## src/rtl/bru_pkg.sv

```systemverilog
// Shared decode constants and FSM state type for the branch resolve unit.
// Imported by bru_target_calc and branch_resolve_unit.
package bru_pkg;

  localparam logic [5:0] OP_RTYPE = 6'b000000;
  localparam logic [5:0] OP_J     = 6'b000010;
  localparam logic [5:0] OP_BEQ   = 6'b000100;
  localparam logic [5:0] OP_BNE   = 6'b000101;
  localparam logic [5:0] FN_JR    = 6'b001000;

  typedef enum logic [1:0] {
    ST_IDLE  = 2'd0,
    ST_REDIR = 2'd1,
    ST_FLUSH = 2'd2
  } state_t;

endpackage

```

## src/rtl/bru_target_calc.sv

```systemverilog
// Combinational decode of one control-transfer instruction: taken decision and target PC.
// The is_branch output exists only when BRU_PERF_CNT_EN is defined.
module bru_target_calc
  import bru_pkg::*;
#(
  parameter int XLEN = 32
) (
  input  logic [31:0]     ir,
  input  logic [XLEN-1:0] pc4,
  input  logic [XLEN-1:0] a,
  input  logic [XLEN-1:0] b,
  output logic            taken,
  output logic [XLEN-1:0] target
`ifdef BRU_PERF_CNT_EN
  ,
  output logic            is_branch
`endif
);

  logic [5:0]      opcode;
  logic [5:0]      funct;
  logic [XLEN-1:0] br_off;
  logic [XLEN-1:0] j_target;
  logic            operands_eq;
  logic            cond_branch;

  assign opcode      = ir[31:26];
  assign funct       = ir[5:0];
  // Sign-extended word offset; the add below wraps modulo 2^XLEN.
  assign br_off      = {{(XLEN-18){ir[15]}}, ir[15:0], 2'b00};
  assign j_target    = {pc4[XLEN-1:28], ir[25:0], 2'b00};
  assign operands_eq = (a == b);

  // NOTE: every output of a combinational block gets a default before the case,
  // so no path leaves it unassigned and no latch is inferred.
  always_comb begin
    taken       = 1'b0;
    target      = '0;
    cond_branch = 1'b0;
    case (opcode)
      OP_J: begin
        taken  = 1'b1;
        target = j_target;
      end
      OP_BEQ: begin
        cond_branch = 1'b1;
        taken       = operands_eq;
        target      = pc4 + br_off;
      end
      OP_BNE: begin
        cond_branch = 1'b1;
        taken       = !operands_eq;
        target      = pc4 + br_off;
      end
      OP_RTYPE: begin
        if (funct == FN_JR) begin
          taken  = 1'b1;
          target = a;
        end
      end
      default: ;
    endcase
  end

`ifdef BRU_PERF_CNT_EN
  assign is_branch = cond_branch;
`else
  // Only consumed by the perf counters; keep the decode visible for debug.
  logic unused_cond_branch;
  assign unused_cond_branch = cond_branch;
`endif

endmodule

```

## src/rtl/branch_resolve_unit.sv

```systemverilog
// Registered branch/jump resolution stage: decide, redirect fetch, then hold flush.
// Define BRU_PERF_CNT_EN to add saturating taken_cnt/ntaken_cnt performance counters.
module branch_resolve_unit
  import bru_pkg::*;
#(
  parameter int XLEN         = 32,
  parameter int FLUSH_CYCLES = 2
`ifdef BRU_PERF_CNT_EN
  ,
  parameter int CNT_W        = 16
`endif
) (
  input  logic            clk,
  input  logic            rst_n,
  input  logic            in_valid,
  output logic            in_ready,
  input  logic [31:0]     in_ir,
  input  logic [XLEN-1:0] in_pc4,
  input  logic [XLEN-1:0] in_a,
  input  logic [XLEN-1:0] in_b,
  output logic            redir_valid,
  input  logic            redir_ready,
  output logic [XLEN-1:0] redir_pc,
  output logic            flush
`ifdef BRU_PERF_CNT_EN
  ,
  output logic [CNT_W-1:0] taken_cnt,
  output logic [CNT_W-1:0] ntaken_cnt
`endif
);

  localparam int FC_LOAD = (FLUSH_CYCLES > 0) ? FLUSH_CYCLES - 1 : 0;
  localparam int FC_W    = (FC_LOAD > 0) ? $clog2(FC_LOAD + 1) : 1;

  state_t          state, state_nxt;
  logic [FC_W-1:0] flush_cnt, flush_cnt_nxt;
  logic [XLEN-1:0] redir_pc_nxt;
  logic            accept;
  logic            res_taken;
  logic [XLEN-1:0] res_target;
`ifdef BRU_PERF_CNT_EN
  logic            res_is_branch;
`endif

  bru_target_calc #(
    .XLEN(XLEN)
  ) u_target_calc (
    .ir       (in_ir),
    .pc4      (in_pc4),
    .a        (in_a),
    .b        (in_b),
    .taken    (res_taken),
    .target   (res_target)
`ifdef BRU_PERF_CNT_EN
    ,
    .is_branch(res_is_branch)
`endif
  );

  // Outputs decode straight from the registered state, so an async reset clears them at once.
  assign in_ready    = (state == ST_IDLE);
  assign redir_valid = (state == ST_REDIR);
  assign flush       = (state == ST_FLUSH);
  assign accept      = in_valid && in_ready;

  always_comb begin
    state_nxt     = state;
    flush_cnt_nxt = flush_cnt;
    redir_pc_nxt  = redir_pc;
    case (state)
      ST_IDLE: begin
        if (accept && res_taken) begin
          redir_pc_nxt = res_target;
          state_nxt    = ST_REDIR;
        end
      end
      ST_REDIR: begin
        if (redir_ready) begin
          if (FLUSH_CYCLES == 0) begin
            state_nxt = ST_IDLE;
          end else begin
            state_nxt     = ST_FLUSH;
            flush_cnt_nxt = FC_W'(FC_LOAD);
          end
        end
      end
      ST_FLUSH: begin
        // The counter holds the flush cycles remaining after the current one.
        if (flush_cnt == '0) begin
          state_nxt = ST_IDLE;
        end else begin
          flush_cnt_nxt = flush_cnt - FC_W'(1);
        end
      end
      default: state_nxt = ST_IDLE;
    endcase
  end

  // NOTE: sequential state uses non-blocking assignments so every register
  // samples pre-edge values, independent of statement order.
  always_ff @(posedge clk or negedge rst_n) begin
    if (!rst_n) begin
      state     <= ST_IDLE;
      flush_cnt <= '0;
      redir_pc  <= '0;
    end else begin
      state     <= state_nxt;
      flush_cnt <= flush_cnt_nxt;
      redir_pc  <= redir_pc_nxt;
    end
  end

`ifdef BRU_PERF_CNT_EN
  always_ff @(posedge clk or negedge rst_n) begin
    if (!rst_n) begin
      taken_cnt  <= '0;
      ntaken_cnt <= '0;
    end else if (accept) begin
      if (res_taken) begin
        if (taken_cnt != '1) taken_cnt <= taken_cnt + CNT_W'(1);
      end else if (res_is_branch) begin
        if (ntaken_cnt != '1) ntaken_cnt <= ntaken_cnt + CNT_W'(1);
      end
    end
  end
`endif

endmodule

```

## config.mk

```make
export PLATFORM = sky130hd
export DESIGN_NAME = branch_resolve_unit
export DESIGN_NICKNAME = d
export VERILOG_FILES = /design/src/rtl/bru_pkg.sv /design/src/rtl/bru_target_calc.sv /design/src/rtl/branch_resolve_unit.sv
export SDC_FILE = /design/constraint.sdc
export NUM_CORES = 1
export LEC_CHECK = 0
export CAP_MARGIN = 10
export CORE_MARGIN = 2
export CORE_UTILIZATION = 47
export CTS_BUF_LIST = sky130_fd_sc_hd__clkbuf_8 sky130_fd_sc_hd__clkbuf_16
export DETAILED_ROUTE_END_ITERATION = 10
export PLACE_DENSITY = 0.95
export REMOVE_ABC_BUFFERS = 1
export SYNTH_ARGS = -nofsm -noshare
export SYNTH_HDL_FRONTEND = slang
export SYNTH_SLANG_ARGS = --single-unit
export TNS_END_PERCENT = 10
```

## constraint.sdc

```tcl
create_clock -name clk -period 3 [get_ports clk]
set_input_delay 0.6 -clock clk [delete_from_list [all_inputs] [get_ports clk]]
set_output_delay 0.6 -clock clk [all_outputs]
set_load 0.02 [all_outputs]
```

==> results.yml <==
die:
  die_h_um: 93.5
  io_pins: 167
  core_mm2: 0.00773
  rows: 32
  initial_core_util_pct: 48.7
  die_area_mm2: 0.00874
  dieWidth_um: 93.5
sta:
  hold_viol_final: 0
  fin_ws_ns: -0.336
  fmaxAchievable_mhz: 300
  worst_pin_slew_ns: 0.899
  finalSetupViolCount: 33
  min_period_ns: 3.34
  finalSetupTns_ns: -3.94
  final_max_slew_viol_count: 0
  maxSlewHeadroom_pct: 40.1
  clock_skew_ns: 0.0151
  rsz0062_at_grt: "yes"
  finalCritPeriodShare_pct: 111
synthesis:
  syn_inst: 430
  synth_top_cell_by_area: "dfrtp_1"
  ys_seq_area_share_pct: 23.3
  synth_edf_count: 0
  async_reset_ff_share_pct: 100
  synth_ff_type: "dfrtp_1"
  synth_top_area_share_pct: 23.3
  synthesis.area_mm2: 0.00376
  ys_ff_latch: 35
  synthTopCellsByArea: "dfrtp_1 23%, ha_1 9.6%, xor2_1 9.3%"
  yosys_warnings: 0
  ys_types: 58
  avgSynthCellArea_um2: 8.76
run_status:
  status: "finished with violations"
  violations: "negative setup slack"
cells_and_area:
  layout_common_cells: "145 x clkdlybuf4s50_1, 105 x buf_4, 40 x xor2_1, 35 x dfrtp_1, 34 x inv_1"
  final_common_cell: "clkdlybuf4s50_1"
  design_area_mm2: 0.00678
  fin_cells: 798
  syn2layout_area_growth_pct: 80.0
  finalNetCount: 856
  drive_above_1_share_pct: 27.6
clock_tree:
  htreeDepth: 2
  cts_tree: "built"
  cts_hold_buf: 0
  clock_sinks: 35
  clockRootBuffer: "clkbuf_8"
  cts_buffer_depth: 2
  path_clk_slew_ns: 0.09
  clk_latency_ns: 0.31
  cts_buffers: 5
route:
  firstDrtPassIters: 11
  drt_first_iter_violations: 934
  ant_nets: 0
  wl_per_cell_um: 28.3
  avgViaCountPerCell: 6.91
  drc: 0
  num_vias: 5513
  drt_wl_total_mm: 22.5
placed_design:
  place_area_mm2: 0.00629
  placed_cells: 782
  hpwl_mm: 13.4
  routabilityCongestion: 1.12
  port_buffers: 166
worst_setup_path:
  cp.required_ns: 3.16
  cp.arrival_ns: 3.50
  critPathCaptureType: "flop"
  critPathMaxFanout: 15
  path_class: "in -> reg"
  cp-start-kind: "input port"
pwr:
  p_leak_nw: 3.17
  max-vdd-ir-drop_mv: 0.233
  powerDensity_mw_per_mm2: 373
global_route:
  grt_pass1_wl_mm: 29.6
  grt.overflow.total: 0
  antenna_found_initial: 2
  grtUsageTotal_pct: 44.6
  grt_max_degree: 36
  grt_pass1_vias: 5682
min_path:
  hold_class: "in -> async"
flow_run:
  maxCapViolCount: 0
## logic make-up (layout without fill, tap and decap cells)
group / Yosys count / count (layout) / synth area share, %
other: 0 / 1 / 0
multiplexers: 27 / 27 / 7.38
adder cells (fa/ha/maj): 30 / 30 / 10.2
flip-flops: 35 / 35 / 23.3
AND/OR/NAND/NOR: 85 / 85 / 12.4
AO/OA/AOI/OAI: 144 / 144 / 28.2
buffers and inverters: 54 / 319 / 5.85
XOR/XNOR: 55 / 55 / 12.8
## layout make-up
class | instances | area (um2)
clock inverter | 1 | 3.75
inverter | 35 | 131
sequential | 35 | 876
antenna | 1 | 2.50
multi-input combinational | 341 | 3010
timing repair buffer | 276 | 2530
fill | 337 | 950
clock buffer | 7 | 96.3
tap | 102 | 128
## Yosys cell counts, types with 2 or more instances
library cell and count:
nand3_1 3, nand2_1 19, nor2b_1 4, nand2b_1 2
nor2_1 15, o21bai_1 5, ha_1 29, nor3b_1 3
a221oi_1 5, xor2_1 40, o21a_1 4, o22ai_1 3
a22oi_1 3, a211oi_1 6, and3_1 4, mux2i_1 21
a21o_1 16, a21oi_2 2, a22o_1 2, or3_1 3
a21oi_1 35, xnor2_1 15, a311oi_1 2, a222oi_1 21
o2111ai_1 2, dfrtp_1 35, a41oi_1 3, nor4_1 9
mux2_2 6, buf_2 5, inv_1 35, nand4_1 8
o21ai_0 23, nor3_1 7, clkbuf_1 12
## worst max-delay path: stages
cell	delay [ns]
clkdlybuf4s50_1	0.51
xor2_1	0.24
nor4_2	0.39
buf_4	0.18
nand4_1	0.19
nor2_2	0.22
nor3_1	0.09
a21oi_2	0.17
o2111ai_4	0.19
buf_8	0.24
a311oi_2	0.29
a21oi_1	0.16
## metal layers
metal | routed length, um | GRT usage, % | up-vias | part of all wire, %
met5 | 52 | 0 | - | 0.23
met4 | 2580 | 34.9 | 2 | 11
met3 | 3520 | 18.9 | 263 | 16
met2 | 9740 | 73.7 | 627 | 43
met1 | 6650 | 43.7 | 2449 | 30
li1 | - | - | 2172 | -
## registers in the layout, indices dropped and copies added, names as in the netlist
signal and count:
flush_cnt 1, redir_pc 32, state 2
## through the flow
step	hold slack, ns	setup slack, ns	power, mW	utilization, %
final	0.408	-0.336	2.53	87.7
after global routing	0.472	-0.638	2.58	87.7
after CTS	0.423	0.00257	2.32	84.8
after detailed placement	0.504	-0.759	1.87	81.4
after global placement	0.490	-0.488	1.80	81.4
after floorplan	0.304	-2.20	1.17	-
## power by group
group,total [mW],internal [mW],switching [mW]
clock,0.414,0.207,0.207
sequential,0.652,0.570,0.0816
combinational,1.47,0.699,0.767
total,2.53,1.48,1.06
## repair_timing
action                     CTS  global route
pin swaps                   20            31
setup endpoints to repair   21            33
resized for setup           37            78
buffers inserted             6             1
## path summary, 6_finish.rpt
kind | startpoint | to | slack, ns | cells after the start
worst min register to register | redir_pc[3] | redir_pc[3] | 0.51 | 1
worst min-delay path | rst_n | redir_pc[5] | 0.41 | 1
worst max register to register | state[0] | redir_pc[30] | 1.18 | 5
worst max-delay path | in_a[19] | redir_pc[30] | -0.34 | 12
min in group clk | redir_pc[3] | redir_pc[3] | 0.51 | 1
max in group asynchronous | rst_n | redir_pc[28] | 2.03 | 1
Power figures use the tool's default switching activity.
